### config.mk
export PLATFORM = sky130hd
export DESIGN_NAME = multi_channel_freq_scaler
export DESIGN_NICKNAME = d
export VERILOG_FILES = /design/src/rtl/multi_channel_freq_scaler_pkg.sv /design/src/rtl/freq_scaler_ch.sv /design/src/rtl/multi_channel_freq_scaler.sv
export SDC_FILE = /design/constraint.sdc
export NUM_CORES = 1
export LEC_CHECK = 0
export ABC_AREA = 1
export CELL_PAD_IN_SITES_DETAIL_PLACEMENT = 0
export CELL_PAD_IN_SITES_GLOBAL_PLACEMENT = 2
export CORE_AREA = 2 2 188 190
export CTS_CLUSTER_SIZE = 20
export DETAILED_ROUTE_END_ITERATION = 12
export DIE_AREA = 0 0 190 192
export GPL_TIMING_DRIVEN = 0
export PLACE_DENSITY_LB_ADDON = 0.08
export SLEW_MARGIN = 15
export SYNTH_ARGS = -nofsm -noshare
export SYNTH_HDL_FRONTEND = slang
export SYNTH_SLANG_ARGS = --single-unit
export TNS_END_PERCENT = 50
### constraint.sdc
create_clock -name clk_50MHz -period 5 [get_ports clk_50MHz]
set_input_delay 0.75 -clock clk_50MHz [delete_from_list [all_inputs] [get_ports clk_50MHz]]
set_output_delay 0.75 -clock clk_50MHz [all_outputs]
set_load 0.01 [all_outputs]
### src/rtl/multi_channel_freq_scaler_pkg.sv
// rtl/multi_channel_freq_scaler_pkg.sv - shared constants for the channelised clock divider
// Purpose : reset half-period and config channel-select width, shared with the PWM blocks.
// Ports   : none (package).
package multi_channel_freq_scaler_pkg;

   // 25 input cycles per half-period turns 50 MHz into 1 MHz
   localparam int DEFAULT_HALF_CYC = 25;

   // cfg_ch width; addresses up to 16 channels
   localparam int CFG_CH_W = 4;

endpackage

### src/rtl/freq_scaler_ch.sv
// rtl/freq_scaler_ch.sv - one divider channel with shadowed, boundary-applied half-period
// Purpose : 50%-duty divided clock plus a one-cycle tick on each of its rising edges.
// Ports   : clk, rst_n (async, active low), en (run/hold-low), wr (load shadow),
//           half_in (new half-period), clk_out (divided clock), tick (rising-edge pulse).
module freq_scaler_ch
   import multi_channel_freq_scaler_pkg::*;
#(
   parameter int DIV_W        = 16,
   parameter int DEFAULT_HALF = DEFAULT_HALF_CYC
) (
   input  logic             clk,
   input  logic             rst_n,
   input  logic             en,
   input  logic             wr,
   input  logic [DIV_W-1:0] half_in,
   output logic             clk_out,
   output logic             tick
);

   logic [DIV_W-1:0] cnt;
   logic [DIV_W-1:0] shadow;
   logic [DIV_W-1:0] active;
   logic [DIV_W-1:0] eff;
   logic [DIV_W-1:0] next_active;

   // half-periods of 0 and 1 both mean "toggle every cycle"
   assign eff = (active == '0) ? DIV_W'(1) : active;

   // a write landing on the reload cycle bypasses the shadow so it is not lost for a period
   assign next_active = wr ? half_in : shadow;

   always_ff @(posedge clk or negedge rst_n) begin
      if (!rst_n) begin
         cnt     <= '0;
         shadow  <= DIV_W'(DEFAULT_HALF);
         active  <= DIV_W'(DEFAULT_HALF);
         clk_out <= 1'b0;
         tick    <= 1'b0;
      end else begin
         if (wr) begin
            shadow <= half_in;
         end
         if (!en) begin
            // held low and re-armed so restart matches reset-release timing
            cnt     <= '0;
            clk_out <= 1'b0;
            tick    <= 1'b0;
            active  <= next_active;
         end else if (cnt == eff - DIV_W'(1)) begin
            cnt     <= '0;
            clk_out <= ~clk_out;
            tick    <= ~clk_out;
            active  <= next_active;
         end else begin
            cnt  <= cnt + DIV_W'(1);
            tick <= 1'b0;
         end
      end
   end

endmodule

### src/rtl/multi_channel_freq_scaler.sv
// rtl/multi_channel_freq_scaler.sv - NUM_CH runtime-programmable clock dividers
// Purpose : decodes config writes to one channel and instantiates NUM_CH divider channels.
// Ports   : clk_50MHz, rst_n (async, active low), en[NUM_CH], cfg_wr, cfg_ch, cfg_half,
//           clk_out[NUM_CH] (divided clocks), tick[NUM_CH] (rising-edge pulses).
module multi_channel_freq_scaler
   import multi_channel_freq_scaler_pkg::*;
#(
   parameter int NUM_CH       = 4,
   parameter int DIV_W        = 16,
   parameter int DEFAULT_HALF = DEFAULT_HALF_CYC
) (
   input  logic                clk_50MHz,
   input  logic                rst_n,
   input  logic [NUM_CH-1:0]   en,
   input  logic                cfg_wr,
   input  logic [CFG_CH_W-1:0] cfg_ch,
   input  logic [DIV_W-1:0]    cfg_half,
   output logic [NUM_CH-1:0]   clk_out,
   output logic [NUM_CH-1:0]   tick
);

   logic [NUM_CH-1:0] wr;

   // out-of-range cfg_ch matches no channel, so the write is silently dropped
   always_comb begin
      wr = '0;
      for (int i = 0; i < NUM_CH; i++) begin
         if (cfg_wr && (cfg_ch == CFG_CH_W'(i))) begin
            wr[i] = 1'b1;
         end
      end
   end

   for (genvar g = 0; g < NUM_CH; g++) begin : g_ch
      freq_scaler_ch #(
         .DIV_W        (DIV_W),
         .DEFAULT_HALF (DEFAULT_HALF)
      ) u_ch (
         .clk     (clk_50MHz),
         .rst_n   (rst_n),
         .en      (en[g]),
         .wr      (wr[g]),
         .half_in (cfg_half),
         .clk_out (clk_out[g]),
         .tick    (tick[g])
      );
   end

endmodule

Word-level counts from Yosys, hierarchy flattened:

Cells that the tools add are included.

* add/subtract/negate cells: 8
* eq/ne operators: 11
* multiplexer cells: 44
* bitwise logic cells: 4
* reductions and logical operators: 9

Operator list (count)
* 16-bit 2-to-1 mux: 24
* 16-bit by 1-bit adder with 16-bit output (second input constant): 4
* 16-bit equality test: 4
* 16-bit logical NOT: 4
* 16-bit by 1-bit subtractor with 16-bit output (second input constant): 4
* 1-bit 2-to-1 mux: 20
* 4-bit by 2-bit equality test with 1-bit output (second input constant): 2
* 2-bit by 1-bit inequality test with 1-bit output (second input constant): 4
* 4-bit by 1-bit equality test with 1-bit output (second input constant): 1
* 1-bit logical AND: 4
* 4-bit logical NOT: 1
* 1-bit inverter: 4

* register bits after elaboration: 200
* input bits: 27
* output and inout bits: 8

Depth between registers and ports, before layout:

Gate-level depths: netlist of the first run.

* word-level depth: 6
* depth in mapped cells: 22
* depth with buffers taken out: 21

By module:

Synthesis of the first run repeated with hierarchy kept, for this count alone.

* cells, all modules: 1465
* area, all modules: 11669.9 µm²

By module, submodules not included
* freq_scaler_ch (g_ch[0].u_ch ...): instances 3, cells an instance 358, area an instance 2839.0 µm²
* freq_scaler_ch (g_ch[3].u_ch): instances 1, cells an instance 380, area an instance 3109.2 µm²
* multi_channel_freq_scaler: instances 1, cells an instance 11, area an instance 43.8 µm²

Worst setup path after synthesis of the first run:

OpenSTA, ideal clock, no wires.

* path kind: flip-flop to flip-flop
* start point: reg g_ch[1].u_ch.active[5]
* end point: reg g_ch[1].u_ch.cnt[12]
* library setup time: 121 ps
* arrival time: 2510 ps
* path slack: 2369 ps
* cell stages (with the launch flop): 20
* buffers on the path: 2
* path through: dfrtp_1 nor2_2 nand2_2 nor2_4 nand3_4 nand2_1 inv_1 ha_1 nand2_1 xor2_1 or2_2 nand2_1 a21oi_1 nand2_1 nor2_1 nand3_1 nand2_1 buf_4 buf_8 nor2_2

* cells in the longest elaborated chain, start to end: 6

Ends and longest elaborated chain
* from (decl): line freq_scaler_ch.sv:22 `logic [DIV_W-1:0] active;`
* from (signal assigned): line freq_scaler_ch.sv:36 `active <= DIV_W'(DEFAULT_HALF);`
* from (signal assigned): line freq_scaler_ch.sv:48 `active <= next_active;`
* from (signal assigned): line freq_scaler_ch.sv:53 `active <= next_active;`
* 16-bit logical NOT: line freq_scaler_ch.sv:27 `assign eff = (active == '0) ? DIV_W'(1) : active;`
* 16-bit 2-to-1 mux *: line freq_scaler_ch.sv:27
* 16-bit by 1-bit subtractor with 16-bit output *: line freq_scaler_ch.sv:49 `end else if (cnt == eff - DIV_W'(1)) begin`
* 16-bit equality test *: line freq_scaler_ch.sv:49
* 16-bit 2-to-1 mux *: line freq_scaler_ch.sv:49
* 16-bit 2-to-1 mux *: line freq_scaler_ch.sv:43 `if (!en) begin`
* to (signal assigned): line freq_scaler_ch.sv:55 `cnt <= cnt + DIV_W'(1);`
* to (decl): line freq_scaler_ch.sv:20 `logic [DIV_W-1:0] cnt;`

Every way passes the cells marked *; elsewhere a longest branch is shown, timed or not.
A chain may end at the register's enable or synchronous reset.

Worst setup path in the final report of the first run:

* start point: reg g_ch[1].u_ch.active[3]
* end point: reg g_ch[1].u_ch.active[5]

* cells in the longest elaborated chain, start to end: 5

Ends and longest elaborated chain (line)
* 16-bit logical NOT: freq_scaler_ch.sv:27
* 16-bit 2-to-1 mux *: freq_scaler_ch.sv:27
* 16-bit by 1-bit subtractor with 16-bit output *: freq_scaler_ch.sv:49
* 16-bit equality test *: freq_scaler_ch.sv:49
* 2-bit by 1-bit inequality test with 1-bit output (no line) *

Marked as above.

==> impl_metrics.ini, run 1 <==
[run_status]
outcome = finished, final reports clean

[clocking]
clk_latency_ns = 0.44
clk_path_buf_depth = 2
htreeDepth = 4
post_cts_resized = 0
root_buffer = clkbuf_16
cts_made_buffers = 17
hold_buffers = 0
cts_tree = done
clkTransAtPathRegs_ns = 0.08
post_cts_buffers = 0
clock_sinks = 200

[critical_path]
cp-start-kind = register
rrSetupSlack_ns = 1.72
critPathKind = reg2reg
crit_arrival_ns = 3.66
crit_path_end_kind = register
path_common_cell = nand2_1
crit_required_ns = 5.38
r2r-start = g_ch[1].u_ch.active[3]
worstPathCellList = nor2_2, nand2_1, nor2_4, nand3_4, nand2_1, inv_1, ha_1, nand2_1, nor2_4, nand3_1, nand2_1, xor2_1, inv_1, nand2_1, nor2_1, nand3_1, clkbuf_1, nand3_1, nand2_1
cp_slowest_cell = dfstp_2
worstPathMaxFanout = 10
rr_worst_depth = 19
reg2reg_to = g_ch[1].u_ch.active[5]
slowest_delay_ns = 0.56

[floorplanning]
io_pins = 35
dieArea_um2 = 36500
initial_core_util_pct = 32.6
placementRows = 68
die_x_um = 190
core_um2 = 34300
die_y_um = 192

[placement]
dpl.hpwl_mm = 23.0
dpl.cell_count = 1971
gp_congestion = 0.819
placed_cell_area_um2 = 12100
port_buffers = 33

[timing]
final-max-slew-violation-count = 0
skew_ns = 0.00895
grt_setup_unrepaired = no
hold_viol_final = 0
setup_viol = 0
max_freq_mhz = 305
finalCritPeriodShare_pct = 65.7
finalCriticalPeriod_ns = 3.28
worst_pin_slew_ns = 0.544
maxSlewHeadroom_pct = 63.7

[logic_synthesis]
syn_inst = 1481
syn_area_um2 = 11200
synth-compound-area-share_pct = 4.90
synth-edff-count = 0
yosysSeqAreaShare_pct = 45.0
synth_top_flop_cell = dfrtp_1
synthAdderAreaFrac_pct = 0.896
synth.area.mux_share_pct = 0
async_flop_share_pct = 100
synth_area_per_cell_um2 = 7.55
synth_warnings = 0
synth_top_family_by_area = simple AND/OR/NAND/NOR gates
syn_nets = 1516
ys_ff_latch = 200
yosys.area_share.simple_pct = 33.9
synthDistinctLibCells = 39
synth_xor_area_share_pct = 7.63

[global_routing]
grt_max_degree = 101
grt_usage_pct = 17.6
grt_antenna_before_repair = 0
overflow = 0
grt_pass1_vias = 9262
grt_first_pass_wirelength_mm = 50.3

[power_and_ir_drop]
leakagePower_nw = 6.20
ir_drop_v = 0.000254
p_per_area_nw_per_um2 = 376
p_total_mw = 4.76

[detailed_routing]
dr.pass1.iters = 5
wl_per_cell_um = 15.0
drt_iter0_drc = 370
avgViaCountPerCell = 4.54
ant_nets = 0
routed_wl_mm = 30.0
dr_total_vias = 9099
drc_errors = 0

[layout]
nets = 1570
final_cell_area_um2 = 12700
drive_above_1_share_pct = 8.33
stdcell_count = 2003
antennaDiodeCount = 0
area_delta_synth_final_pct = 13.4

[worst_hold_path]
hp-class = in2async

[flow_run]
drv_cap = 0
## worst max-delay path by stage
stage                              end                    from  cells past startpoint  slack (ns)
4_1_cts         g_ch[1].u_ch.active[5]  g_ch[1].u_ch.active[3]                     19        1.63
5_1_grt        g_ch[1].u_ch.active[14]  g_ch[1].u_ch.active[3]                     18        1.35
3_3_place_gp      g_ch[0].u_ch.cnt[12]                   rst_n                      1       -5.92
6_report        g_ch[1].u_ch.active[5]  g_ch[1].u_ch.active[3]                     19        1.72
3_5_place_dp    g_ch[1].u_ch.active[5]  g_ch[1].u_ch.active[3]                     19        1.67
2_1_floorplan     g_ch[1].u_ch.cnt[12]  g_ch[1].u_ch.active[5]                     19        2.37
## report_power, final
group	leakage [nW]	internal [mW]	switching, mW
registers	2.58	1.86	0.188
clock network	0.271	0.654	0.692
logic	3.35	0.508	0.865
total	6.20	3.02	1.75
## critical path: cells and delay by family (launching register included)
family                     cells  cell delay [ns]
buffers and inverters          3             0.51
xor gates and xnor gates       1             0.25
DFF                            1             0.56
adders and majority gates      1             0.28
and+or+nand+nor               14             1.61
## per-layer routing
| layer | vias up | wire length (um) | GRT usage (%) |
|---|---|---|---|
| li1 | 4773 | - | - |
| met1 | 4235 | 14900 | 24.1 |
| met2 | 82 | 14200 | 29.4 |
| met3 | 9 | 587 | 2.58 |
| met4 | 0 | 370 | 4.08 |
| met5 | - | 0 | 0 |
## Yosys cell counts (all sizes together), types with 6 or more instances
| cell type | count | share of area, % |
|---|---|---|
| nand2 | 435 | 15 |
| nor2 | 216 | 8.0 |
| dfrtp | 176 | 39 |
| nand3 | 156 | 7.4 |
| inv | 155 | 5.2 |
| o21ai | 94 | 4.2 |
| xor2 | 59 | 4.8 |
| nand4 | 32 | 1.8 |
| buf | 31 | 1.9 |
| xnor2 | 29 | 2.3 |
| dfstp | 24 | 5.6 |
| clkbuf | 16 | 0.54 |
| nor3 | 16 | 0.81 |
| ha | 8 | 0.90 |
| a21oi | 7 | 0.31 |
| nand3b | 6 | 0.40 |
## final cells by class
cell class / instances / area, um^2
multi-input combinational: 1079 / 5290
clock inverter: 14 / 114
fill: 3680 / 21600
buffer: 47 / 268
inverter: 155 / 582
timing repair buffer: 35 / 390
tap: 455 / 569
clock buffer: 18 / 429
sequential: 200 / 5030
## per-stage QoR
stage | hold WS [ns] | setup TNS [ns] | setup slack (ns) | util [%]
after floorplan | 0.454 | 0 | 2.37 | -
after global placement | 0.483 | -1111.94 | -5.92 | 35.2
after detailed placement | 0.486 | 0 | 1.67 | 35.4
after CTS | 0.0794 | 0 | 1.63 | 37.0
after global routing | 0.0766 | 0 | 1.35 | 37.0
final | 0.102 | 0 | 1.72 | 37.0
## cell families after synthesis
group / count (synthesis)
AOI/OAI and AO/OA: 107
xor gates and xnor gates: 91
adders and majority gates: 8
buffers and inverters: 202
DFF: 200
and+or+nand+nor: 873
## sequential cells by signal, indices dropped and copies added (netlist names)
signal             flops
g_ch.u_ch.active      64
g_ch.u_ch.clk_out      4
g_ch.u_ch.cnt         64
g_ch.u_ch.shadow      64
g_ch.u_ch.tick         4
## placed cells by master, fill, tap and decap left out, drive strengths merged
| cell type | n |
|---|---|
| a21oi | 7 |
| and2 | 5 |
| buf | 34 |
| clkbuf | 34 |
| clkdlybuf4s50 | 32 |
| clkinv | 5 |
| clkinvlp | 1 |
| dfrtp | 176 |
| dfstp | 24 |
| ha | 8 |
| inv | 163 |
| nand2 | 435 |
| nand3 | 156 |
| nand3b | 6 |
| nand4 | 32 |
| nor2 | 216 |
| nor3 | 16 |
| nor3b | 1 |
| nor4 | 1 |
| o21ai | 94 |
| o21bai | 4 |
| o22ai | 2 |
| or2 | 5 |
| xnor2 | 29 |
| xnor3 | 3 |
| xor2 | 59 |
Power figures use the tool's default switching activity.
==> inputs of run 2 (changes only) <==
==> constraint.sdc (replaced) <==
create_clock -name clk_50MHz -period 3.16 [get_ports clk_50MHz]
set_input_delay 0.474 -clock clk_50MHz [delete_from_list [all_inputs] [get_ports clk_50MHz]]
set_output_delay 0.474 -clock clk_50MHz [all_outputs]
set_load 0.01 [all_outputs]
==> run 2 against run 1 <==
Die area unchanged. Largest power group unchanged. Global-route usage about the same. Clock skew about the same. Highest routed layer unchanged.
==> impl_metrics.ini, run 2 (synthesis results as in run 1) <==
[critical_path]
critPathKind = reg2reg
cp-start-kind = register
crit_required_ns = 3.49
path_common_cell = nand2_1
worstPathCellList = nor2_4, nand2_2, nor2_4, nand3_4, nand2_1, inv_1, ha_4, nand2_2, nor2_4, nand3_1, nand2_1, xor2_1, inv_1, nand2_1, nor2_2, nand3_2, nand2_2, buf_6, buf_12, nand2_1, nand2_1
crit_path_end_kind = register
slowest_delay_ns = 0.60
worstPathMaxFanout = 8
crit_arrival_ns = 3.30
cp_slowest_cell = dfstp_2

[placement]
gp_congestion = 0.819
placed_cell_area_um2 = 12100
dpl.hpwl_mm = 23.0
port_buffers = 33

[power_and_ir_drop]
p_per_area_nw_per_um2 = 594
clkPwrFrac_pct = 27.5
ir_drop_v = 0.000403
swShare_pct = 36.8
leakagePower_nw = 6.32
sequentialPowerShare_pct = 41.9
p_comb_share_pct = 30.6
intPower_mw = 4.90
power.switching_mw = 2.85

[floorplanning]
placementRows = 68
die_x_um = 190
io_pins = 35
initial_core_util_pct = 32.6
dieArea_um2 = 36500
die_y_um = 192
core_um2 = 34300

[clocking]
clk_latency_ns = 0.44
clk_path_buf_depth = 2
root_buffer = clkbuf_16
cts_made_buffers = 17
clkTransAtPathRegs_ns = 0.08
clock_sinks = 200
htreeDepth = 4
cts_tree = done

[worst_hold_path]
hp-class = in2async

[timing]
setup_viol = 0
final-max-slew-violation-count = 0
skew_ns = 0.00886
finalCritPeriodShare_pct = 94.0
max_freq_mhz = 337
hold_viol_final = 0
maxSlewHeadroom_pct = 63.4
worst_pin_slew_ns = 0.549
finalCriticalPeriod_ns = 2.97

[layout]
final_cell_mix = nand2_1 (420), nor2_1 (179), dfrtp_1 (168), inv_1 (152), nand3_1 (147)
final_util_pct = 38.0
drive_above_1_share_pct = 11.8
nets = 1584
layout_commonest_cell = nand2_1
area_delta_synth_final_pct = 16.7
antennaDiodeCount = 0
top_regs = g_ch.u_ch.active x64, g_ch.u_ch.cnt x64, g_ch.u_ch.shadow x64
final_cell_area_um2 = 13000

[global_routing]
grt_max_degree = 101
grt_first_pass_wirelength_mm = 50.4
grt_antenna_before_repair = 0
grt_pass1_vias = 9288
grt_usage_pct = 17.6
overflow = 0

[detailed_routing]
routed_wl_mm = 30.3
dr.pass1.iters = 5
drc_errors = 0
wl_per_cell_um = 15.0
drt_iter0_drc = 361
dr_total_vias = 9185
ant_nets = 0
avgViaCountPerCell = 4.55

[flow_run]
drv_cap = 0

[run_status]
outcome = finished, final reports clean
## run 2: worst max-delay path: cells and delay by family (launching register included)
family	cells	cell delay, ns
XOR/XNOR	1	0.25
adder cells (fa/ha/maj)	1	0.19
flip-flops	1	0.60
buffers and inverters	4	0.48
AND/OR/NAND/NOR	15	1.34
## run 2: power groups by stage
stage / clock network [mW] / logic (mW) / registers (mW)
final: 2.13 / 2.37 / 3.25
after global routing: 2.32 / 2.73 / 3.30
after CTS: 2.22 / 2.25 / 3.25
after detailed placement: 0 / 2.21 / 3.28
after global placement: 0 / 2.19 / 3.29
after floorplan: 0 / 1.66 / 3.19
## run 2: area by class of cell
cell class	instances	area, um^2
clock buffer	18	429
timing repair buffer	49	523
sequential	200	5040
inverter	155	582
fill	3662	21200
clock inverter	14	114
tap	455	569
buffer	47	295
multi-input combinational	1079	5490
## run 2: metrics by stage
stage	hold WS, ns	setup TNS, ns	setup slack [ns]	total power, mW	instances
6_report	0.419	0	0.189	7.75	2017
5_1_grt	0.404	-0.0633	-0.0123	8.36	2017
4_1_cts	0.401	0	0.00627	7.72	2004
3_5_place_dp	0.288	-7.04	-0.172	5.49	1971
3_3_place_gp	0.483	-1432.94	-7.48	5.48	1969
2_1_floorplan	0.178	0	0.529	4.85	1481
## run 2: timing repair
action,CTS,global route
hold buffers,1,0
resized for setup,23,43
buffers inserted,0,13
cloned,0,0
pin swaps,2,6
setup endpoints to repair,83,128
endpoints found under the hold margin,6,0
## run 2: per-layer routing
metal / track usage, % / vias up / routed length, um
li1: - / 4795 / -
met1: 24.1 / 4292 / 14900
met2: 29.5 / 90 / 14400
met3: 2.61 / 8 / 713
met4: 4.11 / 0 / 365
met5: 0 / - / 0
## run 2: final timing paths
kind / from / to / slack, ns / cells after the start
worst max-delay path: g_ch[1].u_ch.active[4] / g_ch[1].u_ch.active[6] / 0.19 / 21
worst min-delay path: rst_n / g_ch[2].u_ch.tick / 0.42 / 2
worst max register to register: g_ch[1].u_ch.active[4] / g_ch[1].u_ch.active[6] / 0.19 / 21
worst min register to register: g_ch[0].u_ch.shadow[14] / g_ch[0].u_ch.shadow[14] / 0.50 / 2
max in group asynchronous: rst_n / g_ch[1].u_ch.active[8] / 2.00 / 3
min in group clk_50MHz: en[3] / g_ch[3].u_ch.active[4] / 0.50 / 3
